**config.mk**
```make
export PLATFORM = sky130hd
export DESIGN_NAME = calc_entry_ctrl
export DESIGN_NICKNAME = d
export VERILOG_FILES = /design/src/rtl/calc_entry_ctrl.sv
export SDC_FILE = /design/constraint.sdc
export NUM_CORES = 1
export LEC_CHECK = 0
export ABC_AREA = 1
export CAP_MARGIN = 30
export CORE_AREA = 2 2 124 78
export CTS_CLUSTER_SIZE = 40
export DETAILED_ROUTE_END_ITERATION = 7
export DIE_AREA = 0 0 126 80
export GPL_ROUTABILITY_DRIVEN = 1
export PLACE_DENSITY = 0.85
export SLEW_MARGIN = 30
export SYNTH_ARGS = -nofsm -noshare
export SYNTH_HDL_FRONTEND = slang
export SYNTH_SLANG_ARGS = --single-unit
```
**constraint.sdc**
```tcl
create_clock -name clk -period 6 [get_ports clk]
set_clock_uncertainty 0.15 [all_clocks]
set_input_delay 1.5 -clock clk [delete_from_list [all_inputs] [get_ports clk]]
set_output_delay 1.5 -clock clk [all_outputs]
set_load 0.01 [all_outputs]
```
**src/rtl/calc_entry_ctrl.sv**
```systemverilog
// calc_entry_ctrl: key-driven BCD operand entry, operator latch and ALU start/done sequencing.
// Optional backspace editing is compiled in when CALC_BKSP_EN is defined.
module calc_entry_ctrl #(
   parameter int unsigned NDIG    = 4,
   parameter int unsigned RW      = 32,
   parameter int unsigned TIMEOUT = 1000000
) (
   input  logic                clk,
   input  logic                rst,
   input  logic                key_valid,
   input  logic [4:0]          key_code,
   input  logic                alu_busy,
   input  logic                alu_done,
   input  logic                alu_err,
   input  logic [RW-1:0]       alu_result,
   output logic [4*NDIG-1:0]   op_a,
   output logic [4*NDIG-1:0]   op_b,
   output logic [1:0]          alu_op,
   output logic                alu_start,
   output logic [RW-1:0]       result,
   output logic [1:0]          disp_sel,
   output logic                err
);

   localparam int unsigned OW = 4 * NDIG;
   localparam int unsigned CW = $clog2(NDIG + 1);
   localparam int unsigned TW = (TIMEOUT > 1) ? $clog2(TIMEOUT) : 1;

   typedef enum logic [2:0] {
      S_ENTER_A = 3'd0,
      S_ENTER_B = 3'd1,
      S_EXEC    = 3'd2,
      S_WAIT    = 3'd3,
      S_SHOW    = 3'd4,
      S_ERR     = 3'd5
   } state_t;

   state_t         state, state_d;
   logic [CW-1:0]  cnt_a, cnt_a_d;
   logic [CW-1:0]  cnt_b, cnt_b_d;
   logic [TW-1:0]  tmo, tmo_d;
   logic [OW-1:0]  op_a_d, op_b_d;
   logic [1:0]     alu_op_d, disp_sel_d;
   logic           alu_start_d, err_d;
   logic [RW-1:0]  result_d;

   logic           is_digit, is_oper, is_enter, is_clear, is_bksp;
   logic [3:0]     digit;
   logic [1:0]     oper;

   // Key classification; only one key class can be active per strobe.
   always_comb begin
      is_digit = key_valid && (key_code <= 5'd9);
      is_oper  = key_valid && (key_code >= 5'd10) && (key_code <= 5'd13);
      is_enter = key_valid && (key_code == 5'd14);
      is_clear = key_valid && (key_code == 5'd15);
`ifdef CALC_BKSP_EN
      is_bksp  = key_valid && (key_code == 5'd16);
`else
      is_bksp  = 1'b0;
`endif
      digit    = key_code[3:0];
      oper     = 2'(key_code - 5'd10);
   end

   // Next-state and next-output logic.
   always_comb begin
      state_d     = state;
      op_a_d      = op_a;
      op_b_d      = op_b;
      cnt_a_d     = cnt_a;
      cnt_b_d     = cnt_b;
      alu_op_d    = alu_op;
      result_d    = result;
      tmo_d       = tmo;
      alu_start_d = 1'b0;
      disp_sel_d  = 2'd0;
      err_d       = 1'b0;

      if (is_clear) begin
         state_d  = S_ENTER_A;
         op_a_d   = '0;
         op_b_d   = '0;
         cnt_a_d  = '0;
         cnt_b_d  = '0;
         alu_op_d = 2'd0;
      end else begin
         case (state)
            S_ENTER_A: begin
               if (is_digit && (cnt_a != CW'(NDIG))) begin
                  op_a_d  = (op_a << 4) | OW'(digit);
                  cnt_a_d = cnt_a + CW'(1);
               end else if (is_oper && (cnt_a != '0)) begin
                  alu_op_d = oper;
                  state_d  = S_ENTER_B;
               end else if (is_bksp && (cnt_a != '0)) begin
                  op_a_d  = op_a >> 4;
                  cnt_a_d = cnt_a - CW'(1);
               end
            end
            S_ENTER_B: begin
               if (is_digit && (cnt_b != CW'(NDIG))) begin
                  op_b_d  = (op_b << 4) | OW'(digit);
                  cnt_b_d = cnt_b + CW'(1);
               end else if (is_oper && (cnt_b == '0)) begin
                  alu_op_d = oper;
               end else if (is_enter && (cnt_b != '0)) begin
                  state_d = S_EXEC;
               end else if (is_bksp) begin
                  // Backspace past an empty B undoes the operator.
                  if (cnt_b != '0) begin
                     op_b_d  = op_b >> 4;
                     cnt_b_d = cnt_b - CW'(1);
                  end else begin
                     alu_op_d = 2'd0;
                     state_d  = S_ENTER_A;
                  end
               end
            end
            S_EXEC: begin
               if (!alu_busy) begin
                  alu_start_d = 1'b1;
                  tmo_d       = '0;
                  state_d     = S_WAIT;
               end
            end
            S_WAIT: begin
               if (alu_done) begin
                  result_d = alu_result;
                  state_d  = alu_err ? S_ERR : S_SHOW;
               end else if (tmo == TW'(TIMEOUT - 1)) begin
                  state_d = S_ERR;
               end else begin
                  tmo_d = tmo + TW'(1);
               end
            end
            S_SHOW: begin
               if (is_digit) begin
                  op_a_d  = OW'(digit);
                  op_b_d  = '0;
                  cnt_a_d = CW'(1);
                  cnt_b_d = '0;
                  state_d = S_ENTER_A;
               end
            end
            S_ERR: begin
               state_d = S_ERR;
            end
            default: begin
               state_d = S_ENTER_A;
            end
         endcase
      end

      // Display source follows the state being entered.
      case (state_d)
         S_ENTER_A: disp_sel_d = 2'd0;
         S_ENTER_B: disp_sel_d = (cnt_b_d == '0) ? 2'd0 : 2'd1;
         S_EXEC:    disp_sel_d = 2'd1;
         S_WAIT:    disp_sel_d = 2'd1;
         S_SHOW:    disp_sel_d = 2'd2;
         S_ERR:     disp_sel_d = 2'd3;
         default:   disp_sel_d = 2'd0;
      endcase
      err_d = (state_d == S_ERR);
   end

   always_ff @(posedge clk or posedge rst) begin
      if (rst) begin
         state     <= S_ENTER_A;
         op_a      <= '0;
         op_b      <= '0;
         cnt_a     <= '0;
         cnt_b     <= '0;
         alu_op    <= 2'd0;
         result    <= '0;
         tmo       <= '0;
         alu_start <= 1'b0;
         disp_sel  <= 2'd0;
         err       <= 1'b0;
      end else begin
         state     <= state_d;
         op_a      <= op_a_d;
         op_b      <= op_b_d;
         cnt_a     <= cnt_a_d;
         cnt_b     <= cnt_b_d;
         alu_op    <= alu_op_d;
         result    <= result_d;
         tmo       <= tmo_d;
         alu_start <= alu_start_d;
         disp_sel  <= disp_sel_d;
         err       <= err_d;
      end
   end

endmodule

```
# Yosys cells after proc, flatten, opt, wreduce, memory -nomap -nowiden

Index checks and enable logic that the tools add are counted.

Memory bits (read-only): 0
Memories kept: 0
Flip-flop bits (word level): 99
Output and inout bits: 70
Bits in writable memories: 0
Latch bits: 0
Input bits: 43
Word-level logic and storage cells: 114

Divide/modulo/power cells: 0
Equality and inequality tests: 25
Reductions and logical operators: 25
Muxes and demuxes: 43
Order comparisons: 3
Shifts and indexed selects: 0
Add/sub/neg operators: 4
$mul: 0
Bitwise operators: 3

Operator list:

| kind                                                | number |
|---|---|
| two-way mux 16 bit                                  | 6 |
| one-hot mux 16 bit (2 select lines)                 | 2 |
| two-way mux 20 bit                                  | 3 |
| two-way mux 3 bit                                   | 16 |
| one-hot mux 20 bit (2 select lines)                 | 1 |
| bitwise OR 16 x 4 -> 16 bit                         | 2 |
| inequality test 3 bit, second input constant        | 9 |
| adder 20 x 1 -> 20 bit, second input constant       | 1 |
| equality test 20 bit, second input constant         | 1 |
| one-hot mux 3 bit (6 select lines)                  | 1 |
| nonzero test 3 bit                                  | 5 |
| equality test 3 x 2 -> 1 bit, second input constant | 4 |
| equality test 3 bit, second input constant          | 4 |
| one-hot mux 3 bit (2 select lines)                  | 2 |
| equality test 5 x 4 -> 1 bit, second input constant | 2 |
| <= comparator 5 x 4 -> 1 bit, second input constant | 2 |
| logical AND 1 bit                                   | 10 |
| two-way mux 2 bit                                   | 5 |
| AND reduction 5 bit                                 | 2 |
| logical NOT 3 bit                                   | 3 |
| AND reduction 3 bit                                 | 3 |
| one-hot mux 2 bit (4 select lines)                  | 1 |
| adder 3 x 1 -> 3 bit, second input constant         | 2 |
| equality test 3 x 1 -> 1 bit, second input constant | 2 |
| 8 further kinds                                     | 14 |

# Depth between registers and ports, before layout

Gate-level depths: netlist (run 1).

Depth after elaboration: 11
Gate-level depth with buffers: 13
Mapped depth without buffers: 12

# Least setup slack after synthesis (run 1)

Ideal clock, no wire load.

Path type: in2reg
Start point: input port key_valid
End point: register result[0]
Data required time: 5723 ps
Setup time: 127 ps
Buffers on the path: 1
Cell stages on the path: 8
Setup slack: 3086 ps
Data arrival time: 2637 ps
Cell sequence: inv_1 nor2_2 nand3_2 nor2_4 inv_2 nand2_4 buf_6 mux2_1

Longest elaborated chain between the ends: 3

Ends and longest elaborated chain:

| item                          | line | RTL |
|---|---|---|
| start: declaration            | 10   | `input logic key_valid,` |
| logical AND 1 bit             | 56   | `is_clear = key_valid && (key_code == 5'd15);` |
| inverter 1 bit (no line)      | n/a  |  |
| AND reduction 3 bit (no line) | n/a  |  |
| end signal: assignment        | 188  | `result <= result_d;` |
| end: declaration              | 20   | `output logic [RW-1:0] result,` |

Every way passes these cells.
A chain may end at the register's enable or synchronous reset.

# Final worst setup path (run 1)

Start point: input port key_code[3]
End point: register op_a[0]

Longest elaborated chain between the ends: 5
Elaborated cells on any way between the ends: 10
Those cells by class: 1 x order compare; 3 x eq/ne; 1 x mux; 5 x reduce/logical

Ends and longest elaborated chain:

| item                            | line | RTL |
|---|---|---|
| start: declaration              | 11   | `input logic [4:0] key_code,` |
| <= comparator 5 x 4 -> 1 bit    | 53   | `is_digit = key_valid && (key_code <= 5'd9);` |
| logical AND 1 bit               | 53   |  |
| logical AND 1 bit               | 90   | `if (is_digit && (cnt_a != CW'(NDIG))) begin` |
| inequality test 3 bit (no line) | n/a  |  |
| AND reduction 3 bit (no line)   | n/a  |  |
| end signal: assignment          | 183  | `op_a <= op_a_d;` |
| end: declaration                | 16   | `output logic [4*NDIG-1:0] op_a,` |

Parallel ways exist; a longest one is shown, timed or not.

==> results of run 1 <==
[critical path: cells and delay by family]
| family | cells | cell delay [ps] |
|---|---|---|
| AOI/OAI and AO/OA | 1 | 480 |
| muxes | 1 | 460 |
| and+or+nand+nor | 3 | 790 |
| buffers and inverters | 2 | 690 |
[final cells by class]
cell class	count	area (um2)
clock buffers	9	225
clock inverters	7	70.1
fillers	656	2730
multi-input cells	331	1910
flip-flops and latches	99	2480
well taps	116	145
repair buffers	113	1130
inverters	60	228
[sequential cells by signal (all words and copies together) (netlist names), 2 cells and up]
signal,count
alu_op,2
cnt_a,3
cnt_b,3
disp_sel,2
op_a,16
op_b,16
result,32
state,3
tmo,20
[worst paths after layout]
check                           slack, ps                   from                     to  depth (start not counted)
worst max-delay path                 2150            key_code[3]    op_a[0]$_DFFE_PP0P_                          7
worst max register to register       3440     state[0]$_DFF_PP0_    tmo[17]$_DFFE_PP0P_                          9
worst min register to register        340  alu_op[0]$_DFFE_PP0P_  alu_op[0]$_DFFE_PP0P_                          2
min in group asynchronous            1460                    rst   op_a[13]$_DFFE_PP0P_                          2
max in group asynchronous            3230                    rst     cnt_b[0]$_DFF_PP0_                          3
worst min-delay path                  340  alu_op[0]$_DFFE_PP0P_  alu_op[0]$_DFFE_PP0P_                          2
[placed cells by master (no fill, tap or decap), types with 3 or more instances in the layout]
master,instances
sky130_fd_sc_hd__ha_1,5
sky130_fd_sc_hd__o21ai_0,9
sky130_fd_sc_hd__nand2_1,98
sky130_fd_sc_hd__xnor2_1,5
sky130_fd_sc_hd__xor2_1,7
sky130_fd_sc_hd__clkdlybuf4s50_1,112
sky130_fd_sc_hd__nand3_1,49
sky130_fd_sc_hd__nor3_1,8
sky130_fd_sc_hd__or2_2,3
sky130_fd_sc_hd__nor2_2,5
sky130_fd_sc_hd__inv_2,9
sky130_fd_sc_hd__a21oi_1,7
sky130_fd_sc_hd__mux2_1,31
sky130_fd_sc_hd__dfrtp_1,99
sky130_fd_sc_hd__o31ai_1,10
sky130_fd_sc_hd__inv_1,50
sky130_fd_sc_hd__o21ai_1,12
sky130_fd_sc_hd__nand2_2,3
sky130_fd_sc_hd__o22ai_1,12
sky130_fd_sc_hd__clkbuf_16,9
sky130_fd_sc_hd__nor2_1,38
sky130_fd_sc_hd__nand3_2,3
sky130_fd_sc_hd__nand4_1,13
[where the power goes]
group | total [mW] | switching (mW) | leakage, nW | internal (mW)
clock network | 0.564 | 0.271 | 0.147 | 0.293
logic | 0.960 | 0.467 | 1.44 | 0.493
registers | 1.04 | 0.155 | 1.32 | 0.887
total | 2.57 | 0.893 | 2.90 | 1.67
[layer usage]
metal / GRT usage, % / share of wire, % / routed length [um] / vias up
met5: 0 / 0 / 0 / -
li1: - / - / - / 1901
met1: 34.4 / 47 / 5270 / 1873
met3: 6.70 / 8.7 / 982 / 19
met4: 7.47 / 1.7 / 194 / 0
met2: 33.9 / 43 / 4870 / 187
[logic make-up (layout without fill, tap and decap cells)]
group | Yosys count | count (layout) | share of synthesized area (%)
compound gates | 55 | 55 | 7.01
xor+xnor | 12 | 12 | 2.22
fa+ha+maj | 5 | 5 | 1.32
buf+inv | 78 | 189 | 7.27
flops | 99 | 99 | 52.4
mux | 33 | 33 | 7.85
simple gates | 226 | 226 | 22.0
==> impl_results.html, run 1 <==
<table>
<tr><th>Metric</th><th>Value</th></tr>
<tr><th colspan="2">Outcome</th></tr>
<tr><td>Status</td><td>finished clean</td></tr>
<tr><th colspan="2">Placed design</th></tr>
<tr><td>Last weighted congestion value of the routability-driven placer</td><td>0.975</td></tr>
<tr><td>Placed Cells</td><td>719</td></tr>
<tr><td>Half-perimeter wire length after placement</td><td>8.14 mm</td></tr>
<tr><td>Worst setup slack after placement</td><td>1880 ps</td></tr>
<tr><td>Buffers added on ports</td><td>112</td></tr>
<tr><td>Placed Area</td><td>0.00589 mm2</td></tr>
<tr><th colspan="2">Finish</th></tr>
<tr><td>Layout Cells excl Fill</td><td>735</td></tr>
<tr><td>Final net count</td><td>662</td></tr>
<tr><td>Finished Core Util</td><td>69.3%</td></tr>
<tr><td>Finished Cell Area</td><td>0.00618 mm2</td></tr>
<tr><td>Antenna Diode Count</td><td>0</td></tr>
<tr><td>Fraction of final layout cells with drive strength greater than 1</td><td>8.24%</td></tr>
<tr><td>Layout area overhead</td><td>30.7%</td></tr>
<tr><th colspan="2">Clock tree</th></tr>
<tr><td>Hold buffer count at CTS</td><td>0</td></tr>
<tr><td>Total number of clock tree sinks</td><td>99</td></tr>
<tr><td>Number of buffers on the longest clock path</td><td>2</td></tr>
<tr><td>Level count of the clock H-tree</td><td>3</td></tr>
<tr><td>CTS tree</td><td>yes</td></tr>
<tr><td>Post-CTS Setup Bufs</td><td>0</td></tr>
<tr><td>Clock tree root buffer cell</td><td>sky130_fd_sc_hd__clkbuf_16</td></tr>
<tr><td>Clk Latency, worst-skew pair</td><td>350 ps</td></tr>
<tr><td>PostCTS Resize Cnt</td><td>0</td></tr>
<tr><td>Clock transition at the register clock pins on the worst setup and hold paths after CTS</td><td>70 ps</td></tr>
<tr><td>Number of buffers added by the clock tree synthesis step</td><td>9</td></tr>
<tr><th colspan="2">Drt</th></tr>
<tr><td>Routed length per placed instance</td><td>15.4 um</td></tr>
<tr><td>Number of vias per cell</td><td>5.41</td></tr>
<tr><td>Final WL</td><td>11.3 mm</td></tr>
<tr><td>Post-detailed-route count of antenna-violating nets</td><td>0</td></tr>
<tr><td>Drt pass-1 iters</td><td>4</td></tr>
<tr><td>Via count</td><td>3980</td></tr>
<tr><td>Drc violations</td><td>0</td></tr>
<tr><td>Violation count after the first detailed-routing iteration</td><td>290</td></tr>
<tr><th colspan="2">Timing</th></tr>
<tr><td>Final setup viols</td><td>0</td></tr>
<tr><td>Fin worst setup slack</td><td>2150 ps</td></tr>
<tr><td>Transition at the pin with the smallest max-transition slack</td><td>678 ps</td></tr>
<tr><td>Worst relative slew slack</td><td>54.7%</td></tr>
<tr><td>RSZ-0062 raised after global routing</td><td>false</td></tr>
<tr><td>Final total negative setup slack</td><td>0 ps</td></tr>
<tr><td>Highest attainable clock frequency</td><td>260 MHz</td></tr>
<tr><td>Final count of pins violating max slew</td><td>0</td></tr>
<tr><td>Final cycle utilization of the critical path</td><td>64.2%</td></tr>
<tr><td>Final-report hold violation count</td><td>0</td></tr>
<tr><td>Minimum period implied by the final worst setup slack</td><td>3850 ps</td></tr>
<tr><td>Worst slack on hold paths</td><td>337 ps</td></tr>
<tr><th colspan="2">Global route</th></tr>
<tr><td>Gr ovfl total</td><td>0</td></tr>
<tr><td>Initial antenna violation count</td><td>0</td></tr>
<tr><td>All-layer global routing usage</td><td>23.5%</td></tr>
<tr><td>Vias in the first global route</td><td>3637</td></tr>
<tr><td>Pin count of the biggest net entering global routing</td><td>57</td></tr>
<tr><td>Wire length of the first global-routing pass</td><td>18.5 mm</td></tr>
<tr><th colspan="2">Worst setup path</th></tr>
<tr><td>Type of element launching the critical path</td><td>input port</td></tr>
<tr><td>Largest driver fanout on the critical path</td><td>22</td></tr>
<tr><td>Kind of capture point of the worst setup path</td><td>register</td></tr>
<tr><td>Start-to-end type of the worst setup path</td><td>in -&gt; reg</td></tr>
<tr><td>Critical-path top delay cell</td><td>sky130_fd_sc_hd__clkdlybuf4s50_1</td></tr>
<tr><td>Slowest cell delay on critical path</td><td>580 ps</td></tr>
<tr><td>Required time reported for the critical path endpoint</td><td>6080 ps</td></tr>
<tr><td>Critical path cell sequence</td><td>clkdlybuf4s50_1 &gt; inv_1 &gt; nor2_1 &gt; nor2_2 &gt; a21oi_2 &gt; nand2_1 &gt; mux2_1</td></tr>
<tr><td>Arrival time at the worst endpoint</td><td>3930 ps</td></tr>
<tr><th colspan="2">Synthesis</th></tr>
<tr><td>Count of warnings emitted by yosys</td><td>0</td></tr>
<tr><td>Cell with the most instances after synthesis</td><td>sky130_fd_sc_hd__dfrtp_1</td></tr>
<tr><td>Number of nets in the synthesized netlist</td><td>556</td></tr>
<tr><td>Leading area contributor after synthesis</td><td>sky130_fd_sc_hd__dfrtp_1</td></tr>
<tr><td>Top-area cell type share of the netlist area</td><td>52.4%</td></tr>
<tr><td>Number of enable-type register cells in the synthesized netlist</td><td>0</td></tr>
<tr><td>Cell area after synthesis</td><td>0.00473 mm2</td></tr>
<tr><td>FF+latch count, synth</td><td>99</td></tr>
<tr><td>Fraction of the yosys area taken by sequential cells</td><td>52.4%</td></tr>
<tr><td>Most common flop cell mapped by yosys</td><td>sky130_fd_sc_hd__dfrtp_1</td></tr>
<tr><td>Number of different library cells in the post-synthesis netlist</td><td>34</td></tr>
<tr><td>Gate Count Post-Synth</td><td>508</td></tr>
<tr><td>Synth top area cells</td><td>sky130_fd_sc_hd__dfrtp_1 (52%), sky130_fd_sc_hd__nand2_1 (7.8%), sky130_fd_sc_hd__mux2_1 (7.4%)</td></tr>
<tr><td>Mean post-synth cell area</td><td>9.32 um2</td></tr>
<tr><td>Async set or reset register ratio after synthesis</td><td>100%</td></tr>
<tr><td>Commonest cells in the netlist</td><td>sky130_fd_sc_hd__dfrtp_1 (99), sky130_fd_sc_hd__nand2_1 (98), sky130_fd_sc_hd__inv_1 (51)</td></tr>
<tr><th colspan="2">Floorplan</th></tr>
<tr><td>I/O pin total</td><td>113</td></tr>
<tr><td>Number of core rows</td><td>27</td></tr>
<tr><td>Die footprint</td><td>0.0101 mm2</td></tr>
<tr><td>Placeable core region</td><td>0.00892 mm2</td></tr>
<tr><td>Die extent in x</td><td>126 um</td></tr>
<tr><td>Initial cell density of the core</td><td>53.1%</td></tr>
<tr><td>Overall die height</td><td>80 um</td></tr>
<tr><th colspan="2">Pwr</th></tr>
<tr><td>Leakage power figure</td><td>2.90 nW</td></tr>
<tr><td>Total Power Consumption</td><td>2.57 mW</td></tr>
<tr><td>PD cells</td><td>415 mW/mm2</td></tr>
<tr><td>IR drop worst, VDD</td><td>0.208 mV</td></tr>
<tr><th colspan="2">Run</th></tr>
<tr><td># Max-Cap Violations</td><td>0</td></tr>
<tr><th colspan="2">Worst hold path</th></tr>
<tr><td>Min-Delay Path Class</td><td>reg -&gt; reg</td></tr>
</table>
Power figures use the tool's default switching activity.
==> run 2, diff against run 1 <==
--- a/config.mk
+++ b/config.mk
@@ -7,12 +7,12 @@
 export LEC_CHECK = 0
 export ABC_AREA = 1
 export CAP_MARGIN = 30
-export CORE_AREA = 2 2 124 78
+export CORE_AREA = 2 2 129 81
 export CTS_CLUSTER_SIZE = 40
 export DETAILED_ROUTE_END_ITERATION = 7
-export DIE_AREA = 0 0 126 80
+export DIE_AREA = 0 0 131 83
 export GPL_ROUTABILITY_DRIVEN = 1
-export PLACE_DENSITY = 0.85
+export PLACE_DENSITY = 0.79
 export SLEW_MARGIN = 30
 export SYNTH_ARGS = -nofsm -noshare
 export SYNTH_HDL_FRONTEND = slang
==> constraint.sdc (replaced) <==
create_clock -name clk -period 3.6 [get_ports clk]
set_clock_uncertainty 0.15 [all_clocks]
set_input_delay 0.9 -clock clk [delete_from_list [all_inputs] [get_ports clk]]
set_output_delay 0.9 -clock clk [all_outputs]
set_load 0.01 [all_outputs]
==> impl_results.html, run 2 (synthesized netlist as in run 1, its figures left out) <==
<table>
<tr><th>Metric</th><th>Value</th></tr>
<tr><th colspan="2">Placed design</th></tr>
<tr><td>Placed Cells</td><td>744</td></tr>
<tr><td>Half-perimeter wire length after placement</td><td>8.85 mm</td></tr>
<tr><td>Last weighted congestion value of the routability-driven placer</td><td>0.967</td></tr>
<tr><td>Placed Area</td><td>0.00597 mm2</td></tr>
<tr><td>Buffers added on ports</td><td>112</td></tr>
<tr><th colspan="2">Timing</th></tr>
<tr><td>RSZ-0062 raised after global routing</td><td>false</td></tr>
<tr><td>Minimum period implied by the final worst setup slack</td><td>2940 ps</td></tr>
<tr><td>Final cycle utilization of the critical path</td><td>81.5%</td></tr>
<tr><td>Final count of pins violating max slew</td><td>0</td></tr>
<tr><td>Transition at the pin with the smallest max-transition slack</td><td>711 ps</td></tr>
<tr><td>Highest attainable clock frequency</td><td>341 MHz</td></tr>
<tr><td>Worst relative slew slack</td><td>52.5%</td></tr>
<tr><td>Worst slack on hold paths</td><td>339 ps</td></tr>
<tr><td>Final setup viols</td><td>0</td></tr>
<tr><td>Final total negative setup slack</td><td>0 ps</td></tr>
<tr><td>Final-report hold violation count</td><td>0</td></tr>
<tr><th colspan="2">Drt</th></tr>
<tr><td>Drt pass-1 iters</td><td>5</td></tr>
<tr><td>Via count</td><td>4011</td></tr>
<tr><td>Final WL</td><td>11.8 mm</td></tr>
<tr><td>Drc violations</td><td>0</td></tr>
<tr><td>Number of vias per cell</td><td>5.28</td></tr>
<tr><td>Post-detailed-route count of antenna-violating nets</td><td>0</td></tr>
<tr><td>Routed length per placed instance</td><td>15.5 um</td></tr>
<tr><td>Violation count after the first detailed-routing iteration</td><td>337</td></tr>
<tr><th colspan="2">Clock tree</th></tr>
<tr><td>Clock tree root buffer cell</td><td>sky130_fd_sc_hd__clkbuf_16</td></tr>
<tr><td>Post-CTS Setup Bufs</td><td>0</td></tr>
<tr><td>Level count of the clock H-tree</td><td>3</td></tr>
<tr><td>Number of buffers on the longest clock path</td><td>2</td></tr>
<tr><td>CTS tree</td><td>yes</td></tr>
<tr><td>Total number of clock tree sinks</td><td>99</td></tr>
<tr><td>Hold buffer count at CTS</td><td>0</td></tr>
<tr><td>Number of buffers added by the clock tree synthesis step</td><td>9</td></tr>
<tr><td>Clock transition at the register clock pins on the worst setup and hold paths after CTS</td><td>70 ps</td></tr>
<tr><td>PostCTS Resize Cnt</td><td>0</td></tr>
<tr><td>Clk Latency, worst-skew pair</td><td>340 ps</td></tr>
<tr><th colspan="2">Pwr</th></tr>
<tr><td>Internal cell power</td><td>2.91 mW</td></tr>
<tr><td>Leakage power figure</td><td>2.94 nW</td></tr>
<tr><td>Comb power frac</td><td>36.8%</td></tr>
<tr><td>Seq pwr share</td><td>39.8%</td></tr>
<tr><td>PD cells</td><td>693 mW/mm2</td></tr>
<tr><td>Net switching power figure</td><td>1.45 mW</td></tr>
<tr><td>Switching share of power</td><td>33.2%</td></tr>
<tr><td>Clock Power Share</td><td>23.4%</td></tr>
<tr><td>IR drop worst, VDD</td><td>0.318 mV</td></tr>
<tr><td>Total Power Consumption</td><td>4.36 mW</td></tr>
<tr><th colspan="2">Global route</th></tr>
<tr><td>Vias in the first global route</td><td>3860</td></tr>
<tr><td>Pin count of the biggest net entering global routing</td><td>45</td></tr>
<tr><td>All-layer global routing usage</td><td>22.7%</td></tr>
<tr><td>Wire length of the first global-routing pass</td><td>19.3 mm</td></tr>
<tr><td>Gr ovfl total</td><td>0</td></tr>
<tr><td>Initial antenna violation count</td><td>0</td></tr>
<tr><th colspan="2">Worst setup path</th></tr>
<tr><td>Last element of the critical path</td><td>result[22]$_DFFE_PP0P_</td></tr>
<tr><td>Required time reported for the critical path endpoint</td><td>3670 ps</td></tr>
<tr><td>Launch instance of the worst register-to-register path</td><td>state[0]$_DFF_PP0_</td></tr>
<tr><td>Slowest cell delay on critical path</td><td>450 ps</td></tr>
<tr><td>Critical path cell sequence</td><td>clkdlybuf4s50_1 &gt; inv_1 &gt; nor2_2 &gt; nand3_2 &gt; nor2_4 &gt; inv_2 &gt; nand2_4 &gt; mux2_1</td></tr>
<tr><td>Type of element launching the critical path</td><td>input port</td></tr>
<tr><td>Arrival time at the worst endpoint</td><td>3000 ps</td></tr>
<tr><td>Kind of capture point of the worst setup path</td><td>register</td></tr>
<tr><td>Critical-path top delay cell</td><td>sky130_fd_sc_hd__clkdlybuf4s50_1</td></tr>
<tr><td>Cell count of the worst reg-to-reg path</td><td>9</td></tr>
<tr><td>Worst setup path start</td><td>key_valid</td></tr>
<tr><td>Start-to-end type of the worst setup path</td><td>in -&gt; reg</td></tr>
<tr><td>Worst setup slack for register-to-register paths</td><td>1310 ps</td></tr>
<tr><td>Capturing point of the worst reg2reg path</td><td>tmo[18]$_DFFE_PP0P_</td></tr>
<tr><td>Largest driver fanout on the critical path</td><td>32</td></tr>
<tr><th colspan="2">Worst hold path</th></tr>
<tr><td>Min-Delay Path Class</td><td>reg -&gt; reg</td></tr>
<tr><td>Depth of the worst hold-timing path</td><td>1</td></tr>
<tr><th colspan="2">Floorplan</th></tr>
<tr><td>Die footprint</td><td>0.0109 mm2</td></tr>
<tr><td>I/O pin total</td><td>113</td></tr>
<tr><td>Placeable core region</td><td>0.00963 mm2</td></tr>
<tr><td>Die extent in x</td><td>131 um</td></tr>
<tr><td>Number of core rows</td><td>28</td></tr>
<tr><td>Overall die height</td><td>83 um</td></tr>
<tr><td>Initial cell density of the core</td><td>49.1%</td></tr>
<tr><th colspan="2">Run</th></tr>
<tr><td># Max-Cap Violations</td><td>0</td></tr>
<tr><th colspan="2">Finish</th></tr>
<tr><td>Largest registers</td><td>result: 32 flops, tmo: 20 flops</td></tr>
<tr><td>Register with the most flip-flops</td><td>result</td></tr>
<tr><td>Leading cell type in the layout, fill and taps excluded</td><td>sky130_fd_sc_hd__clkdlybuf4s50_1</td></tr>
<tr><td>Final net count</td><td>668</td></tr>
<tr><td>Fraction of final layout cells with drive strength greater than 1</td><td>9.12%</td></tr>
<tr><td>Layout Cells excl Fill</td><td>760</td></tr>
<tr><td>Layout area overhead</td><td>33.0%</td></tr>
<tr><td>Finished Cell Area</td><td>0.00629 mm2</td></tr>
<tr><td>Commonest cells after routing, fill and taps aside</td><td>sky130_fd_sc_hd__clkdlybuf4s50_1 (112), sky130_fd_sc_hd__dfrtp_1 (99), sky130_fd_sc_hd__nand2_1 (98)</td></tr>
<tr><td>Antenna Diode Count</td><td>0</td></tr>
<tr><td>Largest register FFs</td><td>32</td></tr>
<tr><th colspan="2">Outcome</th></tr>
<tr><td>Status</td><td>finished clean</td></tr>
</table>
-- run 2: cell count changes in the layout (fill, tap and decap cells not counted), sizes merged --
cell	change
buf	+6
bufinv	+1
clkbuf	+3
clkinv	-3
clkinvlp	+2
inv	-3
-- run 2: worst min-delay path by stage --
stage,startpoint,endpoint,slack (ps)
after floorplan,tmo[1]$_DFFE_PP0P_,tmo[1]$_DFFE_PP0P_,360
after detailed placement,alu_op[0]$_DFFE_PP0P_,alu_op[0]$_DFFE_PP0P_,320
final,result[1]$_DFFE_PP0P_,result[1]$_DFFE_PP0P_,340
after global routing,result[1]$_DFFE_PP0P_,result[1]$_DFFE_PP0P_,360
after CTS,alu_op[0]$_DFFE_PP0P_,alu_op[0]$_DFFE_PP0P_,340
after global placement,alu_op[0]$_DFFE_PP0P_,alu_op[0]$_DFFE_PP0P_,310
-- run 2: cell type report --
| cell class | count | area [um2] |
|---|---|---|
| fill | 751 | 3340 |
| sequential | 99 | 2480 |
| multi-input combinational | 331 | 1910 |
| timing repair buffer | 119 | 1190 |
| clock buffer | 12 | 267 |
| inverter | 60 | 229 |
| tap | 135 | 169 |
| clock inverter | 4 | 55.1 |
-- run 2: routing by layer --
metal	vias to the layer above	GRT usage [%]	part of all wire, %
met3	16	7.15	8.8
met1	1914	33.1	47
li1	1904	-	-
met5	-	0	0
met2	177	32.5	43
met4	0	6.38	1.7
-- run 2: metrics by stage --
stage | setup slack, ps | util, %
2_1_floorplan | 1290 | -
3_3_place_gp | 363 | 62.0
6_report | 665 | 65.3
3_5_place_dp | 291 | 62.0
4_1_cts | 654 | 65.3
5_1_grt | 504 | 65.3
-- run 2: power groups by stage --
stage / Combinational [mW] / Sequential [mW] / Clock (mW)
final: 1.60 / 1.74 / 1.02
after floorplan: 0.670 / 1.84 / 0
after CTS: 1.62 / 1.73 / 1.04
after global routing: 1.77 / 1.78 / 1.09
after detailed placement: 1.61 / 1.75 / 0
after global placement: 1.55 / 1.73 / 0
-- run 2: critical path: cells and delay by family --
family,cells,cell delay (ps)
multiplexers,1,380
AND/OR/NAND/NOR,4,1020
buffers and inverters,3,670
==> run 3, diff against run 2 <==
==> constraint.sdc (replaced) <==
create_clock -name clk -period 2.9 [get_ports clk]
set_clock_uncertainty 0.15 [all_clocks]
set_input_delay 0.725 -clock clk [delete_from_list [all_inputs] [get_ports clk]]
set_output_delay 0.725 -clock clk [all_outputs]
set_load 0.01 [all_outputs]
==> impl_results.html, run 3 (synthesized netlist as in run 1, its figures left out) <==
<table>
<tr><th>Metric</th><th>Value</th></tr>
<tr><th colspan="2">Outcome</th></tr>
<tr><td>Status</td><td>finished clean</td></tr>
<tr><th colspan="2">Floorplan</th></tr>
<tr><td>I/O pin total</td><td>113</td></tr>
<tr><td>Die extent in x</td><td>131 um</td></tr>
<tr><td>Overall die height</td><td>83 um</td></tr>
<tr><td>Initial cell density of the core</td><td>49.1%</td></tr>
<tr><td>Die footprint</td><td>0.0109 mm2</td></tr>
<tr><td>Number of core rows</td><td>28</td></tr>
<tr><td>Placeable core region</td><td>0.00963 mm2</td></tr>
<tr><th colspan="2">Drt</th></tr>
<tr><td>Uppermost layer routed</td><td>met4</td></tr>
<tr><td>Via count</td><td>4017</td></tr>
<tr><td>Violation count after the first detailed-routing iteration</td><td>355</td></tr>
<tr><td>Drt pass-1 iters</td><td>6</td></tr>
<tr><td>Drc violations</td><td>0</td></tr>
<tr><td>Post-detailed-route count of antenna-violating nets</td><td>0</td></tr>
<tr><td>Routed length per placed instance</td><td>15.2 um</td></tr>
<tr><td>Length of routed wiring on met1</td><td>5.40 mm</td></tr>
<tr><td>Final WL</td><td>11.6 mm</td></tr>
<tr><td>Met2 wire length</td><td>4.89 mm</td></tr>
<tr><td>Number of vias per cell</td><td>5.26</td></tr>
<tr><td>Met3 wire length</td><td>1.11 mm</td></tr>
<tr><th colspan="2">Pwr</th></tr>
<tr><td>Switching share of power</td><td>34.3%</td></tr>
<tr><td>Seq pwr share</td><td>40.7%</td></tr>
<tr><td>PD cells</td><td>839 mW/mm2</td></tr>
<tr><td>Comb power frac</td><td>37.7%</td></tr>
<tr><td>Internal cell power</td><td>3.47 mW</td></tr>
<tr><td>Total Power Consumption</td><td>5.29 mW</td></tr>
<tr><td>Leakage power figure</td><td>2.95 nW</td></tr>
<tr><td>Clock Power Share</td><td>21.7%</td></tr>
<tr><td>IR drop worst, VDD</td><td>0.407 mV</td></tr>
<tr><td>Net switching power figure</td><td>1.81 mW</td></tr>
<tr><th colspan="2">Worst setup path</th></tr>
<tr><td>Kind of capture point of the worst setup path</td><td>register</td></tr>
<tr><td>Slowest cell delay on critical path</td><td>450 ps</td></tr>
<tr><td>Arrival time at the worst endpoint</td><td>2620 ps</td></tr>
<tr><td>Critical path cell sequence</td><td>clkdlybuf4s50_1 &gt; inv_1 &gt; nor2_2 &gt; nand3_2 &gt; nor2_4 &gt; inv_2 &gt; nand2_4 &gt; buf_12 &gt; mux2_1</td></tr>
<tr><td>Critical-path top delay cell</td><td>sky130_fd_sc_hd__clkdlybuf4s50_1</td></tr>
<tr><td>Largest driver fanout on the critical path</td><td>28</td></tr>
<tr><td>Type of element launching the critical path</td><td>input port</td></tr>
<tr><td>Start-to-end type of the worst setup path</td><td>in -&gt; reg</td></tr>
<tr><td>Required time reported for the critical path endpoint</td><td>2970 ps</td></tr>
<tr><th colspan="2">Finish</th></tr>
<tr><td>Final net count</td><td>671</td></tr>
<tr><td>Fraction of final layout cells with drive strength greater than 1</td><td>9.39%</td></tr>
<tr><td>Commonest cells after routing, fill and taps aside</td><td>sky130_fd_sc_hd__clkdlybuf4s50_1 (112), sky130_fd_sc_hd__dfrtp_1 (99), sky130_fd_sc_hd__nand2_1 (98)</td></tr>
<tr><td>Register with the most flip-flops</td><td>result</td></tr>
<tr><td>Largest register FFs</td><td>32</td></tr>
<tr><td>Finished Cell Area</td><td>0.00630 mm2</td></tr>
<tr><td>Antenna Diode Count</td><td>0</td></tr>
<tr><td>Largest registers</td><td>result: 32 flops, tmo: 20 flops</td></tr>
<tr><td>Layout area overhead</td><td>33.2%</td></tr>
<tr><td>Leading cell type in the layout, fill and taps excluded</td><td>sky130_fd_sc_hd__clkdlybuf4s50_1</td></tr>
<tr><th colspan="2">Placed design</th></tr>
<tr><td>Last weighted congestion value of the routability-driven placer</td><td>1.04</td></tr>
<tr><td>Buffers added on ports</td><td>112</td></tr>
<tr><td>Placed Area</td><td>0.00602 mm2</td></tr>
<tr><td>Half-perimeter wire length after placement</td><td>8.50 mm</td></tr>
<tr><td>Worst setup slack after placement</td><td>-11.6 ps</td></tr>
<tr><th colspan="2">Clock tree</th></tr>
<tr><td>Number of buffers added by the clock tree synthesis step</td><td>9</td></tr>
<tr><td>Clock tree root buffer cell</td><td>sky130_fd_sc_hd__clkbuf_16</td></tr>
<tr><td>Number of buffers on the longest clock path</td><td>2</td></tr>
<tr><td>Clock transition at the register clock pins on the worst setup and hold paths after CTS</td><td>70 ps</td></tr>
<tr><td>Total number of clock tree sinks</td><td>99</td></tr>
<tr><td>PostCTS Resize Cnt</td><td>0</td></tr>
<tr><td>Level count of the clock H-tree</td><td>3</td></tr>
<tr><td>Clk Latency, worst-skew pair</td><td>350 ps</td></tr>
<tr><td>Post-CTS Setup Bufs</td><td>0</td></tr>
<tr><td>Hold buffer count at CTS</td><td>0</td></tr>
<tr><td>CTS tree</td><td>yes</td></tr>
<tr><th colspan="2">Run</th></tr>
<tr><td># Max-Cap Violations</td><td>0</td></tr>
<tr><th colspan="2">Global route</th></tr>
<tr><td>Wire length of the first global-routing pass</td><td>18.7 mm</td></tr>
<tr><td>Initial antenna violation count</td><td>0</td></tr>
<tr><td>Gr ovfl total</td><td>0</td></tr>
<tr><td>All-layer global routing usage</td><td>21.8%</td></tr>
<tr><td>Vias in the first global route</td><td>3651</td></tr>
<tr><td>Pin count of the biggest net entering global routing</td><td>100</td></tr>
<tr><th colspan="2">Timing</th></tr>
<tr><td>Final setup viols</td><td>0</td></tr>
<tr><td>Final count of pins violating max slew</td><td>0</td></tr>
<tr><td>Minimum period implied by the final worst setup slack</td><td>2550 ps</td></tr>
<tr><td>Worst slack on hold paths</td><td>337 ps</td></tr>
<tr><td>Transition at the pin with the smallest max-transition slack</td><td>546 ps</td></tr>
<tr><td>Final-report hold violation count</td><td>0</td></tr>
<tr><td>Final cycle utilization of the critical path</td><td>88.1%</td></tr>
<tr><td>Highest attainable clock frequency</td><td>392 MHz</td></tr>
<tr><td>Fin worst setup slack</td><td>346 ps</td></tr>
<tr><td>Worst relative slew slack</td><td>63.6%</td></tr>
<tr><td>RSZ-0062 raised after global routing</td><td>false</td></tr>
<tr><th colspan="2">Worst hold path</th></tr>
<tr><td>Min-Delay Path Class</td><td>reg -&gt; reg</td></tr>
</table>
-- run 3: final cells by class --
| cell class | count | area (um2) |
|---|---|---|
| clock buffers | 10 | 229 |
| clock inverters | 6 | 56.3 |
| fillers | 755 | 3330 |
| inverters | 60 | 229 |
| multi-input cells | 331 | 1910 |
| flip-flops and latches | 99 | 2480 |
| well taps | 135 | 169 |
| repair buffers | 122 | 1230 |
-- run 3: path summary, 6_finish.rpt --
kind                       slack [ps]             startpoint  cells past startpoint                      to
max reg2reg                       830     state[0]$_DFF_PP0_                      9     tmo[14]$_DFFE_PP0P_
max in group asynchronous        1430                    rst                      3     tmo[18]$_DFFE_PP0P_
min                               340  alu_op[0]$_DFFE_PP0P_                      2   alu_op[0]$_DFFE_PP0P_
max                               350              key_valid                      9  result[15]$_DFFE_PP0P_
min in group asynchronous         720                    rst                      3  result[14]$_DFFE_PP0P_
min reg2reg                       340  alu_op[0]$_DFFE_PP0P_                      2   alu_op[0]$_DFFE_PP0P_
-- run 3: per-layer routing --
layer  GRT usage [%]  up-vias
met3            6.12       20
li1                -     1917
met5               0        -
met4            6.19        0
met1            32.8     1899
met2            30.5      181
-- run 3: power groups by stage --
stage,Combinational [mW],Sequential (mW),Clock (mW)
floorplan,0.831,2.28,0
global placement,1.91,2.16,0
detailed placement,1.99,2.18,0
CTS,2.00,2.15,1.17
global route,2.19,2.21,1.23
finish,1.99,2.15,1.15
-- run 3: per-stage QoR --
step / TNS [ps] / util (%) / instances
2_1_floorplan: 0 / - / 508
3_3_place_gp: 0 / 62.5 / 747
3_5_place_dp: -27.4 / 62.5 / 747
4_1_cts: 0 / 65.4 / 763
5_1_grt: 0 / 65.4 / 763
6_report: 0 / 65.4 / 763
-- run 3: critical path, delay by kind of cell --
kind,cells,cell delay [ps]
and+or+nand+nor,4,740
buffers and inverters,4,770
muxes,1,360
